<file path="config.mk">
export PLATFORM = sky130hd
export DESIGN_NAME = hub75_scan_driver_flat
export DESIGN_NICKNAME = d
export VERILOG_FILES = /design/src/rtl/hub75_scan_driver_if.sv /design/src/rtl/hub75_scan_driver.sv /design/src/flat_wrapper.sv
export SDC_FILE = /design/constraint.sdc
export NUM_CORES = 1
export LEC_CHECK = 0
export CELL_PAD_IN_SITES_DETAIL_PLACEMENT = 0
export CELL_PAD_IN_SITES_GLOBAL_PLACEMENT = 1
export CORE_MARGIN = 8
export CORE_UTILIZATION = 42
export DETAILED_ROUTE_END_ITERATION = 6
export DONT_BUFFER_PORTS = 1
export GPL_TIMING_DRIVEN = 0
export PLACE_DENSITY = 0.81
export SYNTH_ARGS = -nofsm -noshare
export SYNTH_HDL_FRONTEND = slang
export SYNTH_SLANG_ARGS = --single-unit
</file>
<file path="constraint.sdc">
create_clock -name clk -period 2.5 [get_ports clk]
set_input_delay 0.5 -clock clk [delete_from_list [all_inputs] [get_ports clk]]
set_output_delay 0.5 -clock clk [all_outputs]
set_load 0.01 [all_outputs]
</file>
<file path="src/rtl/hub75_scan_driver_if.sv">
// ---------------------------------------------------------------------------
// hub75_scan_driver_if
//   Framebuffer read port between the HUB75 scan driver and the pixel store.
//
//   Protocol: fixed-latency read with no valid/ready. The master presents
//   fb_addr = {row, col}; the slave returns the pixel pair on fb_data exactly
//   one clk later and keeps it stable until the following address is taken.
//
//   Signals:
//     fb_addr  ROW_BITS+COL_BITS  read address {row, col}      (master -> slave)
//     fb_data  6*COLOR_BITS       {R1,G1,B1,R0,G0,B0}, MSB first (slave -> master)
// ---------------------------------------------------------------------------
interface hub75_scan_driver_if #(
   parameter int ROW_BITS   = 4,
   parameter int COL_BITS   = 5,
   parameter int COLOR_BITS = 1
);
   logic [ROW_BITS+COL_BITS-1:0] fb_addr;
   logic [6*COLOR_BITS-1:0]      fb_data;

   modport master (output fb_addr, input fb_data);
   modport slave  (input fb_addr, output fb_data);
endinterface

</file>
<file path="src/rtl/hub75_scan_driver.sv">
// ---------------------------------------------------------------------------
// hub75_scan_driver
//   HUB75 LED-matrix scan driver (Basys3 Pmod JB/JC). Each row is fetched
//   pixel pair by pixel pair from a framebuffer, shifted out with a divided
//   pixel clock, latched, then displayed for a programmable on-time. Rows are
//   scanned continuously while enable is high; enable is only looked at in
//   IDLE and at the end of a frame.
//
//   Optional feature: define HUB75_BCM_EN for binary-coded modulation
//   (every row shifted once per bit plane, display time ON_TIME<<plane).
//   Without it only the channel MSB is shown, for ON_TIME cycles per row.
//
//   Ports:
//     clk, rst     clock, synchronous active-high reset
//     enable       run scanning
//     fb           framebuffer read port (master side)
//     frame_start  1-cycle pulse on the FETCH of row 0, first plane, col 0
//     JB           {R0,G0,B0,0,R1,G1,B1,0}
//     JC           {A0,A1,A2,A3,BL,LA,CK,A4}
//     dbgState     current FSM state, for observation only
// ---------------------------------------------------------------------------
module hub75_scan_driver #(
   parameter int COL_BITS   = 5,
   parameter int ROW_BITS   = 4,
   parameter int CLK_DIV    = 2,
   parameter int ON_TIME    = 64,
   parameter int COLOR_BITS = 1
) (
   input  logic                       clk,
   input  logic                       rst,
   input  logic                       enable,
   hub75_scan_driver_if.master        fb,
   output logic                       frame_start,
   output logic [7:0]                 JB,
   output logic [7:0]                 JC,
   output logic [2:0]                 dbgState
);
   localparam int DIV_W   = (CLK_DIV > 1) ? $clog2(CLK_DIV) : 1;
   localparam int PLANE_W = (COLOR_BITS > 1) ? $clog2(COLOR_BITS) : 1;
`ifdef HUB75_BCM_EN
   localparam int DISP_MAX = ON_TIME << (COLOR_BITS - 1);
`else
   localparam int DISP_MAX = ON_TIME;
`endif
   localparam int DISP_W = $clog2(DISP_MAX + 1);
   localparam logic [DIV_W-1:0] DIV_LAST = DIV_W'(CLK_DIV - 1);

   typedef enum logic [2:0] {
      S_IDLE, S_FETCH, S_CK_LOW, S_CK_HIGH, S_BLANK, S_LATCH, S_DISPLAY
   } state_t;

   state_t              state, stateNext;
   logic [ROW_BITS-1:0] row, rowNext;
   logic [COL_BITS-1:0] col, colNext;
   logic [DIV_W-1:0]    divCnt, divNext;
   logic [DISP_W-1:0]   dispCnt, dispNext, dispLast;
   logic [PLANE_W-1:0]  bitSel;
   logic                firstPlaneNext;

   // Output registers and their next values
   logic [ROW_BITS+COL_BITS-1:0] fbAddrQ, fbAddrD;
   logic                         frameStartQ, frameStartD;
   logic [5:0]                   rgbQ, rgbD;      // {R1,G1,B1,R0,G0,B0}
   logic                         ckQ, ckD, laQ, laD, blQ, blD;
   logic [ROW_BITS-1:0]          aQ, aD;

`ifdef HUB75_BCM_EN
   logic [PLANE_W-1:0] plane, planeNext;
   logic               lastPlane;
   assign bitSel         = plane;
   assign lastPlane      = (plane == PLANE_W'(COLOR_BITS - 1));
   assign firstPlaneNext = (planeNext == '0);
   assign dispLast       = DISP_W'((ON_TIME << plane) - 1);
`else
   // Single pass per row on the channel MSB.
   assign bitSel         = PLANE_W'(COLOR_BITS - 1);
   assign firstPlaneNext = 1'b1;
   assign dispLast       = DISP_W'(ON_TIME - 1);
`endif

   // State and output registers
   always_ff @(posedge clk) begin
      if (rst) begin
         state       <= S_IDLE;
         row         <= '0;
         col         <= '0;
         divCnt      <= '0;
         dispCnt     <= '0;
`ifdef HUB75_BCM_EN
         plane       <= '0;
`endif
         fbAddrQ     <= '0;
         frameStartQ <= 1'b0;
         rgbQ        <= '0;
         ckQ         <= 1'b0;
         laQ         <= 1'b0;
         blQ         <= 1'b1;
         aQ          <= '0;
      end else begin
         state       <= stateNext;
         row         <= rowNext;
         col         <= colNext;
         divCnt      <= divNext;
         dispCnt     <= dispNext;
`ifdef HUB75_BCM_EN
         plane       <= planeNext;
`endif
         fbAddrQ     <= fbAddrD;
         frameStartQ <= frameStartD;
         rgbQ        <= rgbD;
         ckQ         <= ckD;
         laQ         <= laD;
         blQ         <= blD;
         aQ          <= aD;
      end
   end

   // Next state and counters
   always_comb begin
      stateNext = state;
      rowNext   = row;
      colNext   = col;
      divNext   = divCnt;
      dispNext  = dispCnt;
`ifdef HUB75_BCM_EN
      planeNext = plane;
`endif
      case (state)
         S_IDLE: begin
            if (enable) begin
               stateNext = S_FETCH;
               rowNext   = '0;
               colNext   = '0;
`ifdef HUB75_BCM_EN
               planeNext = '0;
`endif
            end
         end
         S_FETCH: begin
            stateNext = S_CK_LOW;
            divNext   = '0;
         end
         S_CK_LOW: begin
            if (divCnt == DIV_LAST) begin
               stateNext = S_CK_HIGH;
               divNext   = '0;
            end else begin
               divNext = divCnt + DIV_W'(1);
            end
         end
         S_CK_HIGH: begin
            if (divCnt == DIV_LAST) begin
               divNext = '0;
               if (&col) begin
                  colNext   = '0;
                  stateNext = S_BLANK;
               end else begin
                  colNext   = col + COL_BITS'(1);
                  stateNext = S_FETCH;
               end
            end else begin
               divNext = divCnt + DIV_W'(1);
            end
         end
         S_BLANK: stateNext = S_LATCH;
         S_LATCH: begin
            stateNext = S_DISPLAY;
            dispNext  = '0;
         end
         S_DISPLAY: begin
            if (dispCnt == dispLast) begin
               stateNext = S_FETCH;
`ifdef HUB75_BCM_EN
               if (!lastPlane) begin
                  planeNext = plane + PLANE_W'(1);
               end else begin
                  planeNext = '0;
`else
               begin
`endif
                  if (&row) begin
                     // Frame boundary: the only point enable is resampled.
                     rowNext = '0;
                     if (!enable) stateNext = S_IDLE;
                  end else begin
                     rowNext = row + ROW_BITS'(1);
                  end
               end
            end else begin
               dispNext = dispCnt + DISP_W'(1);
            end
         end
         default: stateNext = S_IDLE;
      endcase
   end

   // Output values are derived from the state being entered, so each
   // registered output is valid during the cycle of the state it belongs to.
   always_comb begin
      fbAddrD     = fbAddrQ;
      frameStartD = 1'b0;
      rgbD        = rgbQ;
      aD          = aQ;
      ckD         = (stateNext == S_CK_HIGH);
      laD         = (stateNext == S_LATCH);
      blD         = (stateNext != S_DISPLAY);
      if (stateNext == S_FETCH) begin
         fbAddrD     = {rowNext, colNext};
         frameStartD = (rowNext == '0) && (colNext == '0) && firstPlaneNext;
      end
      // fb_data answers the FETCH address during the first CK_LOW cycle.
      if (state == S_CK_LOW && divCnt == '0) begin
         for (int k = 0; k < 6; k++) begin
            rgbD[k] = fb.fb_data[k*COLOR_BITS + int'(bitSel)];
         end
      end
      if (stateNext == S_BLANK) begin
         rgbD = '0;
         aD   = row;
      end
      if (stateNext == S_IDLE) rgbD = '0;
   end

   logic [4:0] aPad;
   assign aPad        = 5'(aQ);
   assign fb.fb_addr  = fbAddrQ;
   assign frame_start = frameStartQ;
   assign JB          = {rgbQ[2], rgbQ[1], rgbQ[0], 1'b0, rgbQ[5], rgbQ[4], rgbQ[3], 1'b0};
   assign JC          = {aPad[0], aPad[1], aPad[2], aPad[3], blQ, laQ, ckQ, aPad[4]};
   assign dbgState    = state;
endmodule
</file>
<file path="src/flat_wrapper.sv">
// flat-port wrapper written by rule: the top's interface ports become plain ports
module hub75_scan_driver_flat 
#(
   parameter int COL_BITS   = 5,
   parameter int ROW_BITS   = 4,
   parameter int CLK_DIV    = 2,
   parameter int ON_TIME    = 64,
   parameter int COLOR_BITS = 1
)
  (clk, rst, enable, frame_start, JB, JC, dbgState, fb_fb_addr, fb_fb_data);
  hub75_scan_driver_if #(.ROW_BITS(ROW_BITS), .COL_BITS(COL_BITS), .COLOR_BITS(COLOR_BITS)) fb_i ();
  input  logic clk;
  input  logic rst;
  input  logic enable;
  output logic frame_start;
  output logic [7:0] JB;
  output logic [7:0] JC;
  output logic [2:0] dbgState;
  output wire logic [$bits(fb_i.fb_addr)-1:0] fb_fb_addr;
  input wire logic [$bits(fb_i.fb_data)-1:0] fb_fb_data;
  assign fb_fb_addr = fb_i.fb_addr;
  assign fb_i.fb_data = fb_fb_data;
  hub75_scan_driver #(.COL_BITS(COL_BITS), .ROW_BITS(ROW_BITS), .CLK_DIV(CLK_DIV), .ON_TIME(ON_TIME), .COLOR_BITS(COLOR_BITS)) u_core (.clk(clk), .rst(rst), .enable(enable), .fb(fb_i), .frame_start(frame_start), .JB(JB), .JC(JC), .dbgState(dbgState));
endmodule
</file>
### After elaboration in Yosys (flattened, before gate mapping)

Cells that the tools add are included.

| storage, ports and cells | value |
|---|---|
| input bits | 9 |
| bits in registers | 43 |
| word-level logic and storage cells | 65 |

| operators by class | value |
|---|---|
| mux-type cells | 20 |
| reductions and logical operators | 14 |
| equality and inequality tests | 13 |
| $add $sub $neg | 4 |
| bitwise gates (word level) | 2 |

Operators by type and width:

| kind | count |
|---|---|
| $pmux W3 S7 | 1 |
| $mux W3 | 6 |
| $eq A3 B3 Y1 const B | 5 |
| $mux W5 | 3 |
| $pmux W7 S2 | 1 |
| $mux W4 | 3 |
| $pmux W5 S2 | 1 |
| $eq A3 B2 Y1 const B | 3 |
| $pmux W4 S2 | 1 |
| $add A7 B1 Y7 const B | 1 |
| $eq A7 B6 Y1 const B | 1 |
| $mux W7 | 1 |
| $eq A3 B1 Y1 const B | 2 |
| $logic_not A3 Y1 | 2 |
| $add A5 B1 Y5 const B | 1 |
| $logic_not A5 Y1 | 1 |
| $reduce_and A5 Y1 | 1 |
| $add A4 B1 Y4 const B | 1 |
| $logic_not A4 Y1 | 1 |
| $reduce_and A4 Y1 | 1 |
| $reduce_bool A2 Y1 | 2 |
| $reduce_or A2 Y1 | 2 |
| $ne A3 B3 Y1 const B | 1 |
| $reduce_or A3 Y1 | 1 |
| other kinds (7) | 10 |

### Logic depth before layout (Yosys ltp)

| depth | value |
|---|---|
| depth after elaboration | 7 |
| depth in mapped cells | 9 |
| depth with buffers taken out | 8 |

### Worst setup path after synthesis

OpenSTA, ideal clock, no wires.

| path | value |
|---|---|
| kind | reg-to-reg |
| from | reg u_core.col[0] |
| to | reg u_core.fbAddrQ[0] (netlist: u_core.fb.fb_addr[0]) |
| setup slack | 106 ps |
| library setup time | 121 ps |
| data required time | 2379 ps |
| period minus slack after synthesis | 2394 ps |
| cell stages (with the launch flop) | 10 |
| arrival | 2273 ps |
| cells stage by stage | dfxtp_1 > ha_1 > and3_1 > ha_1 > a21bo_2 > a221oi_1 > o22ai_1 > or2_1 > buf_6 > mux2_4 |

| between the ends | value |
|---|---|
| word-level cells in the longest chain between the ends | 5 |
| elaborated cells between the ends (all ways) | 10 |

Ends and longest elaborated chain:

| what | line | text |
|---|---|---|
| start: declaration | hub75_scan_driver.sv:54 | `logic [COL_BITS-1:0] col, colNext;` |
| start signal: assignment | hub75_scan_driver.sv:102 | `col <= colNext;` |
| parallel branches: the longest is 5 deep, another holds $add A5 B1 Y5 | n/a |  |
| end signal: assignment | hub75_scan_driver.sv:108 | `fbAddrQ <= fbAddrD;` |
| end: declaration | hub75_scan_driver.sv:61 | `logic [ROW_BITS+COL_BITS-1:0] fbAddrQ, fbAddrD;` |

Several ways; the timed one is not identified.
A chain may end at the register's enable or synchronous reset.

### Final worst setup path

| path | value |
|---|---|
| from | reg u_core.col[0] |
| to | reg u_core.fbAddrQ[3] (netlist: u_core.fb.fb_addr[3]) |

The elaborated chain is that of the path after synthesis.

==> impl_metrics.csv <==
group,metric,value,unit
status,status,"completed",
worst_setup_path,crit_required,2.69,ns
pwr,leakage,0.0009391,uW
job,cap_violations,0,
die,dieWidth,87.71,um
worst_hold_path,min-delay-path-class,"in2reg",
global_routing,grt_antenna_before_repair,0,
sta,finalSetupViolations,0,
worst_setup_path,slowest_stage,"dfxtp_1",
pwr,combPwrFrac,14.4,%
yosys,yosysSeqAreaShare,39.86,%
yosys,synth_seq_cells,43,
sta,relSlewSlack,42.58,%
global_routing,grt_max_degree,13,
place,place_area,0.002255,mm2
finish,fin_area,0.002409,mm2
worst_setup_path,arrival,2.61,ns
yosys,mappedNetlistArea,0.002160,mm2
sta,finalCriticalPeriod,2.421,ns
die,ios,38,
sta,tightest_slew,0.8542,ns
drt,routed_wl,4756,um
worst_setup_path,regToRegStartpoint,"u_core.col[0]",
clock_tree,cts_max_path_buffers,2,
clock_tree,cts_made_buffers,5,
yosys,synthTopCellsByArea,"dfxtp_1 (40%), mux2i_1 (5.6%), nor2_1 (5.0%), mux2_4 (4.2%), nor2b_1 (4.1%)",
worst_setup_path,cp-startpoint,"u_core.col[0]",
global_routing,grt_pass1_vias,1609,
place,dp_worst_setup_slack,-0.1885,ns
global_routing,grt_pass1_wl,7900,um
yosys,ys.warnings.count,0,
yosys,synth_mux_area_share,10.25,%
yosys,yosysUniqueCellTypes,52,
worst_hold_path,min_from,"rst",
clock_tree,cts_tree,"done",
pwr,seq_power_share,49.9,%
sta,hold_slack,0.3311,ns
yosys,postSynthAreaPerCell,9.112,um2
sta,skew,0.01035,ns
die,num_rows,26,
drt,vias,1676,
finish,nFillCells,480,
sta,tns,0,ns
sta,finalWorstSetupSlack,0.07885,ns
yosys,synth_top_area_share,39.86,%
clock_tree,cts.sink_count,43,
pwr,clock_power_share,35.7,%
worst_setup_path,path_buf_inv,2,
place,gp_congestion,0.8089,
pwr,p_sw,382.8,uW
yosys,yosys.area_share.simple,24.97,%
yosys,synth_edf_count,0,
worst_setup_path,worstSetupPathType,"reg2reg",
yosys,async_reset_ff_share,0,%
worst_setup_path,critPathTopFamily,"simple AND/OR/NAND/NOR gates",
clock_tree,ctsHoldBuffers,0,
finish,antennaDiodeCount,0,
worst_setup_path,max_stage_delay,0.38,ns
clock_tree,clk_latency,0.29,ns
pwr,vdd_drop_max,0.0003305,V
die,dieHeight,87.71,um
finish,drive_above_1_share,16.13,%
drt,wl_per_cell,14.96,um
global_routing,grt_use_total,12.82,%
yosys,synth_xor_xnor_area_share,2.839,%
worst_setup_path,end_kind,"flip-flop",
drt,vias_per_cell,5.270,
sta,drv_slew,0,
place,place_hpwl,3433,um
die,die-area,0.007692,mm2
pwr,power_density,610.7,mW/mm2
worst_setup_path,cp_max_fo,9,
sta,finalHoldViolations,0,
place,port-buffer-count,0,
yosys,synth_compound_area_share,12.40,%
yosys,synth_top_family_by_area,"simple AND/OR/NAND/NOR gates",
die,initial_core_util,42.83,%
drt,route.detailed.drc,0,
yosys,netlist_instances,237,
yosys,yosys.area_share.adder,2.897,%
worst_setup_path,startpoint_type,"flip-flop",
sta,max_clock_freq,413.0,MHz
worst_setup_path,path_cells,"ha_2, and3_1, ha_1, and3_1, buf_6, a221o_1, or2_1, buf_6, mux2_4",
clock_tree,clk_pin_slew,0.08,ns
clock_tree,htree_num_levels,2,
finish,nNetsFinal,262,
global_routing,gr-total-overflow,0,
pwr,p_int,1088,uW
finish,layout_common_cells,"dfxtp_1 (43), nor2_1 (29), nor2b_1 (14)",
finish,layout_commonest_cell,"dfxtp_1",
yosys,synthFlopType,"dfxtp_1",
clock_tree,cts_root_buf,"clkbuf_8",
drt,final_antenna_net_count,0,
yosys,synth_area_leader_cell,"dfxtp_1",
pwr,switching_share,26.02,%
drt,dr.pass1.iters,4,
sta,timing.final.crit_share,96.85,%
drt,drt-initial-drc-count,77,
die,core,0.005042,mm2
finish,area_growth,11.53,%
-- through the flow --
stage	std cells	total power (uW)	util, %
6_report	318	1471	47.77
5_1_grt	318	1530	47.77
4_1_cts	318	1477	47.30
3_5_place_dp	309	942.2	44.71
3_3_place_gp	309	940.5	44.71
2_1_floorplan	239	899.1	-
-- metal layers --
| layer | vias to the layer above | track usage, % | wire (um) |
|---|---|---|---|
| met3 | 5 | 4.878 | 404 |
| met1 | 776 | 16.27 | 2206 |
| met2 | 43 | 19.36 | 2089 |
| met4 | 0 | 4.219 | 55 |
| met5 | - | 0 | 0 |
| li1 | 852 | - | - |
-- registers in the layout, summed over array words and instances, names as in the netlist --
register            count
u_core.aQ               4
u_core.blQ              1
u_core.ckQ              1
u_core.col              5
u_core.dbgState         3
u_core.dispCnt          7
u_core.divCnt           1
u_core.fb.fb_addr       9
u_core.frame_start      1
u_core.laQ              1
u_core.rgbQ             6
u_core.row              4
-- final cells by class --
class	count	area, um2	share of cell area (%)
sequential	43	860.8	35.74
inverter	5	18.77	0.7792
clock inverter	1	30.03	1.247
buffer	19	123.9	5.143
clock buffer	6	72.57	3.013
tap	70	87.58	3.636
multi-input combinational	172	1200	49.82
timing repair buffer	2	15.01	0.6234
-- power groups by stage --
stage          Sequential (uW)  Combinational, uW  Clock, uW
2_1_floorplan              745                154          0
3_3_place_gp               751                189          0
3_5_place_dp               752                190          0
4_1_cts                    736                203        539
5_1_grt                    739                229        561
6_report                   735                212        525
-- worst paths after layout --
| path | end | slack (ns) | cells after the start |
|---|---|---|---|
| worst max-delay path | u_core.fb.fb_addr[3] | 0.08 | 9 |
| worst min-delay path | u_core.dbgState[1] | 0.33 | 1 |
| worst max register to register | u_core.fb.fb_addr[3] | 0.08 | 9 |
| worst min register to register | u_core.fb.fb_addr[2] | 0.51 | 2 |
-- cells in the mapped netlist, types with 7 or more instances --
| cell | instances |
|---|---|
| nand2_1 | 13 |
| nor3_1 | 7 |
| nand4_1 | 7 |
| mux2i_1 | 12 |
| and3_1 | 7 |
| dfxtp_1 | 43 |
| nor2b_1 | 14 |
| buf_4 | 7 |
| a21oi_1 | 8 |
| nor2_1 | 29 |
| o21ai_0 | 7 |
-- kinds of logic after synthesis --
family                   Yosys count
other                              1
flip-flops                        43
XOR/XNOR                           7
multiplexers                      19
AO/OA/AOI/OAI                     39
adder cells (fa/ha/maj)            5
buffers and inverters             24
AND/OR/NAND/NOR                   99
-- worst register-to-register path: stages, from the launching register on --
cell	delay, ns
dfxtp_1	0.38
ha_2	0.23
and3_1	0.20
ha_1	0.20
and3_1	0.18
buf_6	0.13
a221o_1	0.28
or2_1	0.25
buf_6	0.16
mux2_4	0.30
-- timing repair --
item,CTS,global route
pin swaps,1,0
gates resized for setup,2,4
endpoints found under the setup margin,10,10
setup buffers,2,0
Note: power is estimated with default switching activity, not from simulation.
